[config.mk]
export PLATFORM = sky130hd
export DESIGN_NAME = aclint_flat
export DESIGN_NICKNAME = d
export VERILOG_FILES = /design/src/rtl/aclint_if.sv /design/src/rtl/aclint.sv /design/src/flat_wrapper.sv
export SDC_FILE = /design/constraint.sdc
export NUM_CORES = 1
export LEC_CHECK = 0
export CAP_MARGIN = 5
export CORE_MARGIN = 3
export CORE_UTILIZATION = 60
export DETAILED_ROUTE_END_ITERATION = 8
export PLACE_DENSITY = 0.81
export SYNTH_ARGS = -nofsm -noshare
export SYNTH_HDL_FRONTEND = slang
export SYNTH_SLANG_ARGS = --single-unit
[constraint.sdc]
create_clock -name clk -period 3.8 [get_ports clk]
set_input_delay 0.57 -clock clk [delete_from_list [all_inputs] [get_ports clk]]
set_output_delay 0.57 -clock clk [all_outputs]
set_load 0.01 [all_outputs]
[src/rtl/aclint_if.sv]
// Peripheral-bus request/response bundle between the interconnect and the aclint.
// One request per cycle on valid; the response comes back one cycle later on ready.
interface aclint_if;
  logic        valid;
  logic        instr;
  logic [31:0] addr;
  logic [31:0] wdata;
  logic [3:0]  wstrb;
  logic [31:0] rdata;
  logic        ready;

  modport master (
    output valid, instr, addr, wdata, wstrb,
    input  rdata, ready
  );

  modport slave (
    input  valid, instr, addr, wdata, wstrb,
    output rdata, ready
  );
endinterface

[src/rtl/aclint.sv]
// Core-local interruptor: shared mtime advanced by a synchronised rtc tick,
// per-hart msip bits and mtimecmp comparators driving registered mtip.
module aclint #(
  parameter int NUM_HARTS = 4,
  parameter int RTC_SYNC  = 2,
  parameter int TICK_DIV  = 1
) (
  input  logic                 clk,
  input  logic                 rst,
  input  logic                 rtc,
  aclint_if.slave              clint,
  output logic [63:0]          clint_mtime,
  output logic [NUM_HARTS-1:0] clint_msip,
  output logic [NUM_HARTS-1:0] clint_mtip
);

  localparam logic [15:0] DIV_LAST  = 16'(TICK_DIV - 1);
  localparam logic [12:0] MTIME_IDX = 13'h17FF;

  function automatic logic [31:0] merge_bytes(input logic [31:0] cur,
                                              input logic [31:0] wdata,
                                              input logic [3:0]  wstrb);
    logic [31:0] res;
    res = cur;
    for (int i = 0; i < 4; i++) begin
      if (wstrb[i]) res[8*i +: 8] = wdata[8*i +: 8];
    end
    return res;
  endfunction

  logic [RTC_SYNC-1:0]  rtc_sync;
  logic                 rtc_prev;
  logic [15:0]          presc;
  logic                 rtc_edge;
  logic                 tick;

  logic [63:0]          mtime;
  logic [63:0]          mtimecmp [NUM_HARTS];
  logic [NUM_HARTS-1:0] msip;
  logic [NUM_HARTS-1:0] mtip;

  logic [15:0]          off;
  logic                 wr_req;
  logic                 sel_msip;
  logic                 sel_cmp;
  logic                 sel_mtime;
  logic [NUM_HARTS-1:0] hit_msip;
  logic [NUM_HARTS-1:0] hit_cmp;
  logic                 wr_mtime_lo;
  logic                 wr_mtime_hi;
  logic [31:0]          rd_val;

  logic                 rsp_vld_p1;
  logic [31:0]          rsp_data_p1;

  logic                 unused_bits;

  // rtc crossing: synchroniser chain, edge detect, prescaler
  assign rtc_edge = rtc_sync[RTC_SYNC-1] & ~rtc_prev;
  assign tick     = rtc_edge && (presc == DIV_LAST);

  always_ff @(posedge clk) begin
    if (rst) begin
      rtc_sync <= '0;
      rtc_prev <= 1'b0;
      presc    <= '0;
    end else begin
      rtc_sync <= {rtc_sync[RTC_SYNC-2:0], rtc};
      rtc_prev <= rtc_sync[RTC_SYNC-1];
      if (rtc_edge) presc <= tick ? 16'd0 : presc + 16'd1;
    end
  end

  // Address decode; an instruction fetch never writes
  assign off       = clint.addr[15:0];
  assign wr_req    = clint.valid && !clint.instr && (clint.wstrb != 4'b0000);
  assign sel_msip  = (off[15:14] == 2'b00);
  assign sel_cmp   = (off[15:14] == 2'b01);
  assign sel_mtime = (off[15:3] == MTIME_IDX);

  assign wr_mtime_lo = wr_req && sel_mtime && !off[2];
  assign wr_mtime_hi = wr_req && sel_mtime &&  off[2];

  always_comb begin
    hit_msip = '0;
    hit_cmp  = '0;
    for (int h = 0; h < NUM_HARTS; h++) begin
      hit_msip[h] = sel_msip && (off[13:2] == 12'(h));
      hit_cmp[h]  = sel_cmp  && (off[13:3] == 11'(h));
    end
  end

  // Unmatched offsets and absent harts fall through to zero
  always_comb begin
    rd_val = '0;
    for (int h = 0; h < NUM_HARTS; h++) begin
      if (hit_msip[h]) rd_val = {31'b0, msip[h]};
      if (hit_cmp[h])  rd_val = off[2] ? mtimecmp[h][63:32] : mtimecmp[h][31:0];
    end
    if (sel_mtime) rd_val = off[2] ? mtime[63:32] : mtime[31:0];
  end

  // A bus write to either half of mtime takes priority over a same-cycle tick
  always_ff @(posedge clk) begin
    if (rst) begin
      mtime <= '0;
    end else if (wr_mtime_lo || wr_mtime_hi) begin
      if (wr_mtime_lo) mtime[31:0]  <= merge_bytes(mtime[31:0],  clint.wdata, clint.wstrb);
      if (wr_mtime_hi) mtime[63:32] <= merge_bytes(mtime[63:32], clint.wdata, clint.wstrb);
    end else if (tick) begin
      mtime <= mtime + 64'd1;
    end
  end

  always_ff @(posedge clk) begin
    if (rst) begin
      msip <= '0;
      mtip <= '0;
      for (int h = 0; h < NUM_HARTS; h++) mtimecmp[h] <= '1;
    end else begin
      for (int h = 0; h < NUM_HARTS; h++) begin
        if (wr_req && hit_msip[h] && clint.wstrb[0]) msip[h] <= clint.wdata[0];
        if (wr_req && hit_cmp[h]) begin
          if (off[2]) mtimecmp[h][63:32] <= merge_bytes(mtimecmp[h][63:32], clint.wdata, clint.wstrb);
          else        mtimecmp[h][31:0]  <= merge_bytes(mtimecmp[h][31:0],  clint.wdata, clint.wstrb);
        end
        mtip[h] <= (mtime >= mtimecmp[h]);
      end
    end
  end

  // Response stage: read data reflects state before this cycle's updates
  always_ff @(posedge clk) begin
    if (rst) begin
      rsp_vld_p1  <= 1'b0;
      rsp_data_p1 <= '0;
    end else begin
      rsp_vld_p1  <= clint.valid;
      rsp_data_p1 <= clint.valid ? rd_val : 32'd0;
    end
  end

  assign clint.ready = rsp_vld_p1;
  assign clint.rdata = rsp_data_p1;
  assign clint_mtime = mtime;
  assign clint_msip  = msip;
  assign clint_mtip  = mtip;

  assign unused_bits = ^{clint.addr[31:16], off[1:0]};

endmodule

[src/flat_wrapper.sv]
// flat-port wrapper written by rule: the top's interface ports become plain ports
module aclint_flat 
#(
  parameter int NUM_HARTS = 4,
  parameter int RTC_SYNC  = 2,
  parameter int TICK_DIV  = 1
)
  (clk, rst, rtc, clint_mtime, clint_msip, clint_mtip, clint_valid, clint_instr, clint_addr, clint_wdata, clint_wstrb, clint_rdata, clint_ready);
  aclint_if clint_i ();
  input  logic clk;
  input  logic rst;
  input  logic rtc;
  output logic [63:0] clint_mtime;
  output logic [NUM_HARTS-1:0] clint_msip;
  output logic [NUM_HARTS-1:0] clint_mtip;
  input wire logic [$bits(clint_i.valid)-1:0] clint_valid;
  input wire logic [$bits(clint_i.instr)-1:0] clint_instr;
  input wire logic [$bits(clint_i.addr)-1:0] clint_addr;
  input wire logic [$bits(clint_i.wdata)-1:0] clint_wdata;
  input wire logic [$bits(clint_i.wstrb)-1:0] clint_wstrb;
  output wire logic [$bits(clint_i.rdata)-1:0] clint_rdata;
  output wire logic [$bits(clint_i.ready)-1:0] clint_ready;
  assign clint_i.valid = clint_valid;
  assign clint_i.instr = clint_instr;
  assign clint_i.addr = clint_addr;
  assign clint_i.wdata = clint_wdata;
  assign clint_i.wstrb = clint_wstrb;
  assign clint_rdata = clint_i.rdata;
  assign clint_ready = clint_i.ready;
  aclint #(.NUM_HARTS(NUM_HARTS), .RTC_SYNC(RTC_SYNC), .TICK_DIV(TICK_DIV)) u_core (.clk(clk), .rst(rst), .rtc(rtc), .clint(clint_i), .clint_mtime(clint_mtime), .clint_msip(clint_msip), .clint_mtip(clint_mtip));
endmodule
==> flow_summary.rst <==
.. list-table::
   :header-rows: 1

   * - Metric
     - Value
   * - Result of the run
     - finished, final reports clean
   * - Fraction of registers with async set/reset
     - 0%
   * - Final Util
     - 71.2%
   * - Vias after detailed routing
     - 21.7k
   * - Detailed-route vias per instance
     - 6.64
   * - Buffers inserted by post-CTS timing repair
     - 0
   * - Fill cell count
     - 2892
   * - Number of clock sinks seen by CTS
     - 380
   * - Count of buffers from port buffering
     - 159
   * - CTS clk-pin slew, worst paths
     - 0.07 ns
   * - Grt total ovfl
     - 0
   * - Overall die area
     - 43500 µm²
   * - Clk root buf
     - sky130_fd_sc_hd__clkbuf_16
   * - Count of maximum capacitance violations
     - 0
   * - Ratio of cells with drive above 1 in the final layout
     - 9.60%
   * - Number of antenna-violating nets in the routed design
     - 0
   * - Leakage Power
     - 11.6 nW
   * - Iteration-0 DRC Markers
     - 3223
   * - Maximum fanout encountered on the critical timing path
     - 13
   * - Final Non-Filler Cells
     - 3267
   * - Number of search-and-repair iterations in the first detailed-routing pass
     - 7
   * - Sum of routed wire length over all layers
     - 82000 µm
   * - I/O pin count
     - 178
   * - Synth Flop Type
     - sky130_fd_sc_hd__edfxtp_1
   * - Sum Neg Setup Slack
     - 0 ns
   * - Final-report hold violation count
     - 0
   * - Buf+Inv Stages, Crit Path
     - 0
   * - Setup violations, final
     - 0
   * - Maximum resistive drop on vdd
     - 0.337 mV
   * - Critical-path cell list
     - nand4_2 -> nor4_2 -> nand4_1 -> nor2_1 -> a41o_1 -> a21oi_1 -> a211oi_1
   * - Global-route total usage across every layer
     - 36.6%
   * - Number of antenna violations at the first check in global routing
     - 3
   * - Placeable core region
     - 40200 µm²
   * - Instance count after placement with tap cells included
     - 3189
   * - Post-synthesis cell type count
     - 72
   * - Setup slack after layout
     - 0.303 ns
   * - Fin nets
     - 3040
   * - Most repeated cell in the gate-level netlist after synthesis
     - sky130_fd_sc_hd__inv_1
   * - Max Fclk
     - 0.286 GHz
   * - Unrepaired setup endpoints after global routing
     - no
   * - Proportion of synthesized chip area in sequential cells
     - 41.3%
   * - Gate Count Post-Synth
     - 2552
   * - Critical path's top delay family
     - simple AND/OR/NAND/NOR gates
   * - Nature of the critical path startpoint
     - flop
   * - Clock latency at the later pin of the worst-skew pair
     - 0.59 ns
   * - Clock tree from TritonCTS
     - done
   * - Routed len/inst
     - 25.1 µm
   * - Cell Rows
     - 73
   * - Average size of a mapped cell
     - 9.66 µm²
   * - Mapped Nets
     - 2884
   * - Pwr/cell area
     - 342 nW/µm²
   * - Starting Density
     - 61.3%
   * - Vertical die dimension
     - 209 µm
   * - First-pass GRT wire length
     - 123000 µm
   * - H-tree levels
     - 2
   * - Setup slack after placement
     - 0.187 ns
   * - Number of global-route vias before repair
     - 20.8k
   * - DRC violations left
     - 0
   * - Final GP Congestion
     - 1.02
   * - Crit Path Category
     - reg -> reg
   * - Hold_buf cts
     - 0
   * - Maximum number of buffers from clock root to sink
     - 3
   * - Area added between synthesis and finish
     - 16.1%
   * - Synthesis-stage register bit count
     - 380
   * - Placed Instance Area
     - 27200 µm²
   * - Data required time at the worst endpoint
     - 4.30 ns
   * - Number of slew-limit violations in the final report
     - 0
   * - HPWL Detailed
     - 59300 µm
   * - Worst path max stage delay
     - 0.75 ns
   * - Netlist area before placement
     - 24600 µm²
   * - Worst slew margin
     - 37.4%
   * - TritonCTS buffer count
     - 42
   * - Critical path endpoint category
     - flop
   * - Data arrival time at the worst-slack endpoint
     - 4.00 ns
   * - Post-layout minimum cycle time
     - 3.50 ns
   * - Post-synth EDFFs
     - 256
   * - Most frequent cells after synthesis
     - 267 x sky130_fd_sc_hd__inv_1, 259 x sky130_fd_sc_hd__ha_1, 256 x sky130_fd_sc_hd__edfxtp_1
   * - Post-CTS resize count
     - 0
   * - Post-route standard cell area excluding fillers
     - 28600 µm²
   * - Chip width
     - 209 µm
   * - Largest net degree at the start of global routing
     - 73
   * - Yosys top cell by area
     - sky130_fd_sc_hd__edfxtp_1
   * - Class of the tightest hold or removal check
     - in -> reg
   * - Portion of synthesized cell area occupied by the leading cell type
     - 31.2%
   * - Critical path's slowest cell
     - sky130_fd_sc_hd__dfxtp_1
   * - Clk_skew
     - 0.0280 ns
   * - Final worst path period share
     - 92.0%
   * - Most area-consuming cells after synthesis
     - sky130_fd_sc_hd__edfxtp_1 31%, sky130_fd_sc_hd__ha_1 13%, sky130_fd_sc_hd__dfxtp_1 10%
   * - Slew at the pin closest to its max-slew limit
     - 0.935 ns
   * - Number of warnings issued by yosys
     - 0
-- layout by cell type, fill, tap and decap left out, types with 31 or more instances in the layout --
| master | synthesis | final |
|---|---|---|
| sky130_fd_sc_hd__inv_1 | 267 | 267 |
| sky130_fd_sc_hd__a211oi_1 | 42 | 42 |
| sky130_fd_sc_hd__clkbuf_16 | 0 | 43 |
| sky130_fd_sc_hd__nand3_1 | 59 | 59 |
| sky130_fd_sc_hd__clkdlybuf4s50_1 | 0 | 156 |
| sky130_fd_sc_hd__a21o_1 | 31 | 31 |
| sky130_fd_sc_hd__nand2b_1 | 232 | 231 |
| sky130_fd_sc_hd__mux4_2 | 63 | 63 |
| sky130_fd_sc_hd__buf_4 | 0 | 92 |
| sky130_fd_sc_hd__dfxtp_1 | 124 | 124 |
| sky130_fd_sc_hd__nor2_1 | 175 | 173 |
| sky130_fd_sc_hd__a21oi_1 | 143 | 143 |
| sky130_fd_sc_hd__nand4_1 | 56 | 56 |
| sky130_fd_sc_hd__o21ai_0 | 115 | 115 |
| sky130_fd_sc_hd__or3_1 | 41 | 41 |
| sky130_fd_sc_hd__a221oi_1 | 35 | 35 |
| sky130_fd_sc_hd__nand2_1 | 208 | 208 |
| sky130_fd_sc_hd__nor3_1 | 33 | 32 |
| sky130_fd_sc_hd__mux2i_1 | 40 | 40 |
| sky130_fd_sc_hd__edfxtp_1 | 256 | 256 |
| sky130_fd_sc_hd__ha_1 | 259 | 259 |
-- through the flow --
stage	hold WS, ns	power (mW)
CTS	0.306	9.76
global route	0.336	10.0
global placement	0.432	5.48
detailed placement	0.447	5.52
floorplan	0.414	5.19
finish	0.334	9.79
-- metal layers --
metal  GRT usage [%]  up-vias  part of all wire (%)
li1                -     9492                     -
met1            49.9    10200                    38
met2            54.2     1645                    43
met3            8.84      334                    14
met4            20.0        4                   6.4
met5               0        -                 0.039
-- cell type report --
class	count	area, µm²	area share, %
Inverter	268	1010	3.52
Timing Repair Buffer	256	2390	8.35
Clock buffer	56	1160	4.07
Clock inverter	21	265	0.927
Sequential cell	380	10200	35.6
Antenna cell	1	2.50	0.00875
Tap cell	525	657	2.30
Multi-Input combinational cell	1760	12900	45.3
-- logic make-up after synthesis --
kind of cell    synth area share (%)
xor+xnor                       0.320
fa+ha+maj                       13.2
compound gates                  12.2
buf+inv                         6.32
simple gates                    19.2
flops                           41.3
mux                             7.58
-- worst reg2reg max path: stages, from the launching register on --
cell and delay (ns):
sky130_fd_sc_hd__dfxtp_1 0.75, sky130_fd_sc_hd__nand4_2 0.33, sky130_fd_sc_hd__nor4_2 0.66, sky130_fd_sc_hd__nand4_1 0.56, sky130_fd_sc_hd__nor2_1 0.59, sky130_fd_sc_hd__a41o_1 0.24, sky130_fd_sc_hd__a21oi_1 0.06, sky130_fd_sc_hd__a211oi_1 0.21
-- flip-flops by register name, indices dropped and copies added, names as in the netlist --
| signal | count |
|---|---|
| u_core.rtc_prev | 1 |
| u_core.clint_msip | 4 |
| u_core.presc | 16 |
| u_core.clint_mtime | 64 |
| u_core.clint.rdata | 32 |
| u_core.clint_mtip | 4 |
| u_core.rtc_sync | 2 |
| u_core.clint.ready | 1 |
| u_core.mtimecmp | 256 |
-- power breakdown --
part	leakage (nW)	internal, mW	total [mW]	switching, mW
sequential	3.58	4.55	4.65	0.0991
clock	0.701	2.57	4.32	1.76
combinational	7.35	0.333	0.818	0.485
-- worst paths after layout --
kind	startpoint	endpoint	slack, ns	cells after the start
setup / recovery	u_core.clint_mtime[10]	u_core.clint_mtime[49]	0.30	7
hold / removal	rst	u_core.clint_mtime[35]	0.33	2
setup reg to reg	u_core.clint_mtime[10]	u_core.clint_mtime[49]	0.30	7
hold reg to reg	u_core.rtc_sync[0]	u_core.rtc_sync[1]	0.46	1
Note: power is estimated with default switching activity, not from simulation.
